$ cat src/rtl/pong_game_sequencer.sv
// PonG game-state controller: one frame step per accepted tick, moving paddles and ball,
// resolving wall/paddle bounces, keeping score and sequencing serve, play and game over.
module pong_game_sequencer #(
    parameter int SCREEN_W     = 640,
    parameter int SCREEN_H     = 480,
    parameter int PADDLE_W     = 8,
    parameter int PADDLE_H     = 64,
    parameter int BALL_SZ      = 8,
    parameter int P1_X         = 16,
    parameter int P2_X         = 616,
    parameter int BALL_SPEED   = 4,
    parameter int PADDLE_SPEED = 4,
    parameter int WIN_SCORE    = 7,
    parameter int SERVE_FRAMES = 60
) (
    input  logic       clk_clk,
    input  logic       reset_reset,
    input  logic       frame_tick,
    input  logic       busy,
    input  logic       start,
    input  logic [1:0] p1_ctrl,
    input  logic [1:0] p2_ctrl,
    input  logic [1:0] random,
    output logic [9:0] bx,
    output logic [9:0] by,
    output logic [9:0] p1x,
    output logic [9:0] p1y,
    output logic [9:0] p2x,
    output logic [9:0] p2y,
    output logic [3:0] score1,
    output logic [3:0] score2,
    output logic       game_over,
    output logic       winner,
    output logic       upd_done,
    output logic       frame_drop,
    output logic [2:0] dbg_state
);
    // Handshake: frame_tick raises pending; a step is accepted in any SERVE/PLAY cycle with
    // pending & !busy, runs for one STEP cycle and commits at that cycle's closing edge.
    typedef enum logic [2:0] {
        S_IDLE, S_SERVE, S_PLAY, S_STEP_SERVE, S_STEP_PLAY, S_OVER
    } state_t;

    localparam logic signed [10:0] SPD     = 11'(BALL_SPEED);
    localparam logic signed [10:0] X_MAX   = 11'(SCREEN_W - BALL_SZ);
    localparam logic signed [10:0] Y_MAX   = 11'(SCREEN_H - BALL_SZ);
    localparam logic signed [10:0] P1_FACE = 11'(P1_X + PADDLE_W);
    localparam logic signed [10:0] P2_FACE = 11'(P2_X - BALL_SZ);
    localparam logic signed [10:0] BALL    = 11'(BALL_SZ);
    localparam logic signed [10:0] PH      = 11'(PADDLE_H);
    localparam logic [9:0]  BX0    = 10'((SCREEN_W - BALL_SZ) / 2);
    localparam logic [9:0]  BY0    = 10'((SCREEN_H - BALL_SZ) / 2);
    localparam logic [9:0]  PY0    = 10'((SCREEN_H - PADDLE_H) / 2);
    localparam logic [9:0]  PY_MAX = 10'(SCREEN_H - PADDLE_H);
    localparam logic [9:0]  PSPD   = 10'(PADDLE_SPEED);
    localparam logic [3:0]  WIN4   = 4'(WIN_SCORE);
    localparam logic [15:0] RELOAD = 16'(SERVE_FRAMES);

    state_t      state_q;
    logic [9:0]  bx_q, by_q, p1y_q, p2y_q;
    logic        dx_q, dy_q;
    logic [3:0]  score1_q, score2_q;
    logic [15:0] cnt_q;
    logic        pending_q, game_over_q, winner_q, upd_done_q, frame_drop_q;

    logic [9:0]  bx_d, by_d, p1y_d, p2y_d;
    logic        dx_d, dy_d, point1, point2;
    logic [3:0]  s1_inc, s2_inc;
    logic signed [10:0] bx_s, by_s, p1y_s, p2y_s, nx, ny;

    function automatic logic [9:0] paddle_next(input logic [9:0] y, input logic [1:0] ctrl);
        logic [9:0] r;
        r = y;
        if (ctrl == 2'b10)      r = (y < PSPD) ? 10'd0 : y - PSPD;
        else if (ctrl == 2'b01) r = (y > PY_MAX - PSPD) ? PY_MAX : y + PSPD;
        return r;
    endfunction

    // Ball collisions are judged against the paddle positions from before this step.
    always_comb begin
        p1y_d  = paddle_next(p1y_q, p1_ctrl);
        p2y_d  = paddle_next(p2y_q, p2_ctrl);
        bx_s   = signed'({1'b0, bx_q});
        by_s   = signed'({1'b0, by_q});
        p1y_s  = signed'({1'b0, p1y_q});
        p2y_s  = signed'({1'b0, p2y_q});
        nx     = dx_q ? bx_s + SPD : bx_s - SPD;
        ny     = dy_q ? by_s + SPD : by_s - SPD;
        s1_inc = score1_q + 4'd1;
        s2_inc = score2_q + 4'd1;
        by_d   = ny[9:0];
        dy_d   = dy_q;
        if (ny < 11'sd0) begin
            by_d = 10'd0;
            dy_d = 1'b1;
        end else if (ny > Y_MAX) begin
            by_d = Y_MAX[9:0];
            dy_d = 1'b0;
        end
        bx_d   = nx[9:0];
        dx_d   = dx_q;
        point1 = 1'b0;
        point2 = 1'b0;
        if (!dx_q && bx_s >= P1_FACE && nx < P1_FACE && by_s + BALL > p1y_s && by_s < p1y_s + PH) begin
            bx_d = P1_FACE[9:0];
            dx_d = 1'b1;
        end else if (dx_q && bx_s <= P2_FACE && nx > P2_FACE && by_s + BALL > p2y_s && by_s < p2y_s + PH) begin
            bx_d = P2_FACE[9:0];
            dx_d = 1'b0;
        end else if (nx < 11'sd0) begin
            point2 = 1'b1;
        end else if (nx > X_MAX) begin
            point1 = 1'b1;
        end
    end

    always_ff @(posedge clk_clk or posedge reset_reset) begin
        if (reset_reset) begin
            state_q      <= S_IDLE;
            bx_q         <= BX0;
            by_q         <= BY0;
            p1y_q        <= PY0;
            p2y_q        <= PY0;
            dx_q         <= 1'b1;
            dy_q         <= 1'b1;
            score1_q     <= 4'd0;
            score2_q     <= 4'd0;
            cnt_q        <= 16'd0;
            pending_q    <= 1'b0;
            game_over_q  <= 1'b0;
            winner_q     <= 1'b0;
            upd_done_q   <= 1'b0;
            frame_drop_q <= 1'b0;
        end else begin
            upd_done_q   <= 1'b0;
            frame_drop_q <= 1'b0;
            case (state_q)
                S_IDLE, S_OVER: begin
                    if (start) begin
                        state_q     <= S_SERVE;
                        bx_q        <= BX0;
                        by_q        <= BY0;
                        p1y_q       <= PY0;
                        p2y_q       <= PY0;
                        dx_q        <= random[0];
                        dy_q        <= random[1];
                        score1_q    <= 4'd0;
                        score2_q    <= 4'd0;
                        cnt_q       <= RELOAD;
                        pending_q   <= 1'b0;
                        game_over_q <= 1'b0;
                        winner_q    <= 1'b0;
                    end
                end
                S_SERVE, S_PLAY: begin
                    if (frame_tick && pending_q) frame_drop_q <= 1'b1;
                    if (pending_q && !busy) begin
                        pending_q <= 1'b0;
                        state_q   <= (state_q == S_SERVE) ? S_STEP_SERVE : S_STEP_PLAY;
                    end else if (frame_tick) begin
                        pending_q <= 1'b1;
                    end
                end
                S_STEP_SERVE: begin
                    upd_done_q   <= 1'b1;
                    frame_drop_q <= frame_tick;
                    p1y_q        <= p1y_d;
                    p2y_q        <= p2y_d;
                    if (cnt_q <= 16'd1) begin
                        cnt_q   <= 16'd0;
                        state_q <= S_PLAY;
                    end else begin
                        cnt_q   <= cnt_q - 16'd1;
                        state_q <= S_SERVE;
                    end
                end
                S_STEP_PLAY: begin
                    upd_done_q   <= 1'b1;
                    frame_drop_q <= frame_tick;
                    p1y_q        <= p1y_d;
                    p2y_q        <= p2y_d;
                    bx_q         <= bx_d;
                    by_q         <= by_d;
                    dx_q         <= dx_d;
                    dy_q         <= dy_d;
                    state_q      <= S_PLAY;
                    if (point1 || point2) begin
                        // Re-serve toward the player who just conceded.
                        bx_q  <= BX0;
                        by_q  <= BY0;
                        cnt_q <= RELOAD;
                        dx_q  <= point1;
                        dy_q  <= random[1];
                        if (point1) begin
                            score1_q <= s1_inc;
                            if (s1_inc == WIN4) begin
                                state_q     <= S_OVER;
                                game_over_q <= 1'b1;
                                winner_q    <= 1'b0;
                            end else begin
                                state_q <= S_SERVE;
                            end
                        end else begin
                            score2_q <= s2_inc;
                            if (s2_inc == WIN4) begin
                                state_q     <= S_OVER;
                                game_over_q <= 1'b1;
                                winner_q    <= 1'b1;
                            end else begin
                                state_q <= S_SERVE;
                            end
                        end
                    end
                end
                default: state_q <= S_IDLE;
            endcase
        end
    end

    assign bx         = bx_q;
    assign by         = by_q;
    assign p1x        = 10'(P1_X);
    assign p1y        = p1y_q;
    assign p2x        = 10'(P2_X);
    assign p2y        = p2y_q;
    assign score1     = score1_q;
    assign score2     = score2_q;
    assign game_over  = game_over_q;
    assign winner     = winner_q;
    assign upd_done   = upd_done_q;
    assign frame_drop = frame_drop_q;
    assign dbg_state  = state_q;

endmodule
$ cat config.mk
export PLATFORM = sky130hd
export DESIGN_NAME = pong_game_sequencer
export DESIGN_NICKNAME = d
export VERILOG_FILES = /design/src/rtl/pong_game_sequencer.sv
export SDC_FILE = /design/constraint.sdc
export NUM_CORES = 1
export LEC_CHECK = 0
export CAP_MARGIN = 20
export CORE_MARGIN = 4
export CORE_UTILIZATION = 57
export DETAILED_ROUTE_END_ITERATION = 10
export PLACE_DENSITY_LB_ADDON = 0.1
export SYNTH_ARGS = -nofsm -noshare
export SYNTH_HDL_FRONTEND = slang
export SYNTH_SLANG_ARGS = --single-unit
$ cat constraint.sdc
create_clock -name clk_clk -period 4.1 [get_ports clk_clk]
set_input_delay 1.23 -clock clk_clk [delete_from_list [all_inputs] [get_ports clk_clk]]
set_output_delay 1.23 -clock clk_clk [all_outputs]
set_load 0.02 [all_outputs]
==> run_results.csv <==
group,metric,value,unit
yosys,yosysTopAreaCellShare,19.34,%
clock_tree,cts_buffer_depth,2,
sta,rsz0062_at_grt,"false",
layout,areaGrowthSynthToFinish,13.00,%
layout,fill_cells,878,
layout,mostFrequentLayoutCells,"ha_1 (64), nor2_1 (63), nand2_1 (57), clkdlybuf4s50_1 (57), o21ai_0 (52)",
floorplan,rows,37,
yosys,yosysUniqueCellTypes,80,
clock_tree,clkTransAtPathRegs,0.08,ns
clock_tree,cts.sinks,66,
critical_path,cp_data_arrival_time,4.13,ns
critical_path,endpoint,"score2[1]",
yosys,netlist_area,6210,um^2
sta,finClkSkew,0.01436,ns
critical_path,required,4.35,ns
layout,diodes,0,
yosys,ys.flop_type,"dfrtp_1",
critical_path,cp-startpoint,"p2y[7]",
power,ir_drop,0.2959,mV
floorplan,dieArea,12630,um^2
yosys,yosys.area_share.simple,17.93,%
sta,finalHoldViolCount,0,
yosys,syn_area_per_cell,8.449,um^2
yosys,ys_top_cells_by_area,"dfrtp_1 (19%), ha_1 (13%), dfstp_2 (7.6%)",
sta,setup_viol_count_final,0,
placed_design,io_buffers,57,
clock_tree,ctsHtreeMaxLevel,3,
clock_tree,cts_tree,"built",
critical_path,ff2ff_path_depth,13,
drt,wire_per_inst,16.91,um
sta,post-route-period-util,94.68,%
layout,final_layout_size_suffix_gt1_share,9.632,%
power,power.density,458.1,nW/um^2
yosys,ys_async_sr_fraction,100.0,%
layout,nets,861,
sta,slew_violations,0,
sta,period_minus_slack,3.882,ns
sta,holdWs,0.5253,ns
floorplan,die_w,112.4,um
global_routing,grt_antenna_before_repair,0,
power,p_leak,3.042,nW
yosys,synth_edf_count,0,
critical_path,reg2reg_from,"p2y[7]",
min_path,hp-class,"reg -> reg",
global_routing,grt_pass1_vias,5432,
clock_tree,cts_root_buffer,"clkbuf_8",
critical_path,critPathMaxFanout,12,
global_routing,grt_max_degree,36,
placed_design,dp_hpwl,11780,um
sta,fin_tns_setup,0,ns
yosys,synth_mux_area_share,1.511,%
sta,layout_setup_ws,0.2180,ns
drt,drt_iter0_markers,422,
critical_path,end_kind,"flop",
drt,final_antenna_net_count,0,
critical_path,rrSetupSlack,0.22,ns
critical_path,regToRegEndpoint,"score2[1]",
yosys,synth.largest_area_cell,"dfrtp_1",
sta,timing.fmax,257.6,MHz
global_routing,overflow,0,
floorplan,fp.dieH,112.4,um
global_routing,grt_pass1_wl,26360,um
yosys,ys_warn_count,0,
critical_path,start_kind,"flop",
drt,routed_wl,15640,um
yosys,synthAdderAreaFrac,13.54,%
floorplan,io_pins,86,
drt,vias,5659,
placed_design,place_ws,0.2259,ns
sta,maxSlewHeadroom,34.50,%
sta,worst_slew_pin_slew,0.9780,ns
global_routing,grtUsageTotal,25.08,%
flow_run,cap_violations,0,
layout,final_common_cell,"ha_1",
yosys,syn_inst,735,
floorplan,start_util,59.35,%
drt,drtPass1Iterations,5,
yosys,ys_seq_area_share,26.96,%
yosys,synth-compound-area-share,27.97,%
yosys,synth_top_family_by_area,"compound AO/OA/AOI/OAI gates",
critical_path,crit_type,"reg -> reg",
placed_design,place_congestion,1.048,
yosys,synth.ff_latch_count,66,
drt,remaining_drc_errors,0,
clock_tree,clock_latency,0.36,ns
run_status,status,"finished clean",
drt,vias_per_cell,6.118,
floorplan,core,10460,um^2
clock_tree,numCtsBuffers,9,
yosys,yosys.area_share.xor_xnor,3.969,%
## worst min-delay path by stage
stage               startpoint  slack [ns]        end  depth (start not counted)
finish               game_over        0.53  game_over                          2
global route         cnt_q[10]        0.56  cnt_q[10]                          1
CTS                       dy_q        0.53       dy_q                          1
detailed placement   game_over        0.51  game_over                          2
global placement     game_over        0.50  game_over                          2
floorplan                 dy_q        0.49       dy_q                          1
## area by class of cell
cell class                      instances  area (um^2)  share of cell area, %
Clock buffer                           10        137.6                  1.961
Timing Repair Buffer                   64        635.6                  9.058
Inverter                               46        172.7                  2.461
Clock inverter                          6        90.09                  1.284
Sequential cell                        66         1674                  23.86
Tap cell                              136        170.2                  2.425
Multi-Input combinational cell        597         4136                  58.95
## worst max-delay path: stages, from the launching register on
cell,delay [ns]
dfstp_2,0.61
ha_1,0.33
xnor2_1,0.16
ha_1,0.26
a211o_1,0.29
a21oi_1,0.10
o21ai_0,0.11
a2111oi_2,0.61
o2111ai_1,0.31
o21ai_4,0.19
o21ai_2,0.10
buf_4,0.21
nand3_1,0.14
mux2_2,0.35
## layer usage
| layer | global-route usage, % | routed length [um] | up-vias | part of all wire [%] |
|---|---|---|---|---|
| met5 | 0 | 0 | - | 0 |
| met4 | 7.853 | 258 | 0 | 1.6 |
| met3 | 3.935 | 842 | 29 | 5.4 |
| met2 | 42.63 | 7627 | 174 | 49 |
| met1 | 32.87 | 6913 | 2717 | 44 |
| li1 | - | - | 2739 | - |
## cell families (layout without fill, tap and decap cells)
kind of cell / Yosys count / count (layout)
XOR/XNOR: 26 / 26
AO/OA/AOI/OAI: 239 / 239
adder cells (fa/ha/maj): 66 / 66
buffers and inverters: 98 / 126
flip-flops: 66 / 66
other: 2 / 28
multiplexers: 9 / 9
AND/OR/NAND/NOR: 229 / 229
## sequential cells by signal, indices dropped and copies added (netlist names), 3 cells and up
register   cells
by             8
p1y            8
score1         4
bx             8
dbg_state      3
p2y            8
score2         4
cnt_q         16
## power breakdown
group          internal (mW)  total, mW  switching [mW]
Combinational          0.661       1.58           0.922
Clock                  0.360      0.634           0.275
Sequential             0.773      0.997           0.224
## what timing repair did
| action | 4_1_cts | 5_1_grt |
|---|---|---|
| buffers inserted | 0 | 1 |
| hold buffers | 0 | 0 |
| resized for setup | 0 | 0 |
| hold endpoints to repair | 0 | 0 |
| endpoints found under the setup margin | 0 | 1 |
## cells in the mapped netlist (8+ instances only)
cell	count
nand2_1	57
nor3_1	22
nor2_1	63
a21oi_1	51
dfstp_2	18
or3_1	8
buf_4	28
o21ai_0	52
ha_1	64
inv_1	45
o31ai_1	11
dfrtp_1	48
nand2b_1	13
clkbuf_1	18
and3_1	9
o21a_1	16
a31oi_1	11
xor2_1	9
xnor2_1	16
nand3_1	25
## stage by stage
step	power [mW]	cells	utilization, %	area [um^2]
after floorplan	2.127	761	-	6307
after global placement	2.504	908	64.70	6769
after global routing	3.455	925	67.07	7017
after CTS	3.192	924	66.87	6997
after detailed placement	2.547	908	64.70	6769
final	3.215	925	67.07	7017
Note: power is estimated with default switching activity, not from simulation.
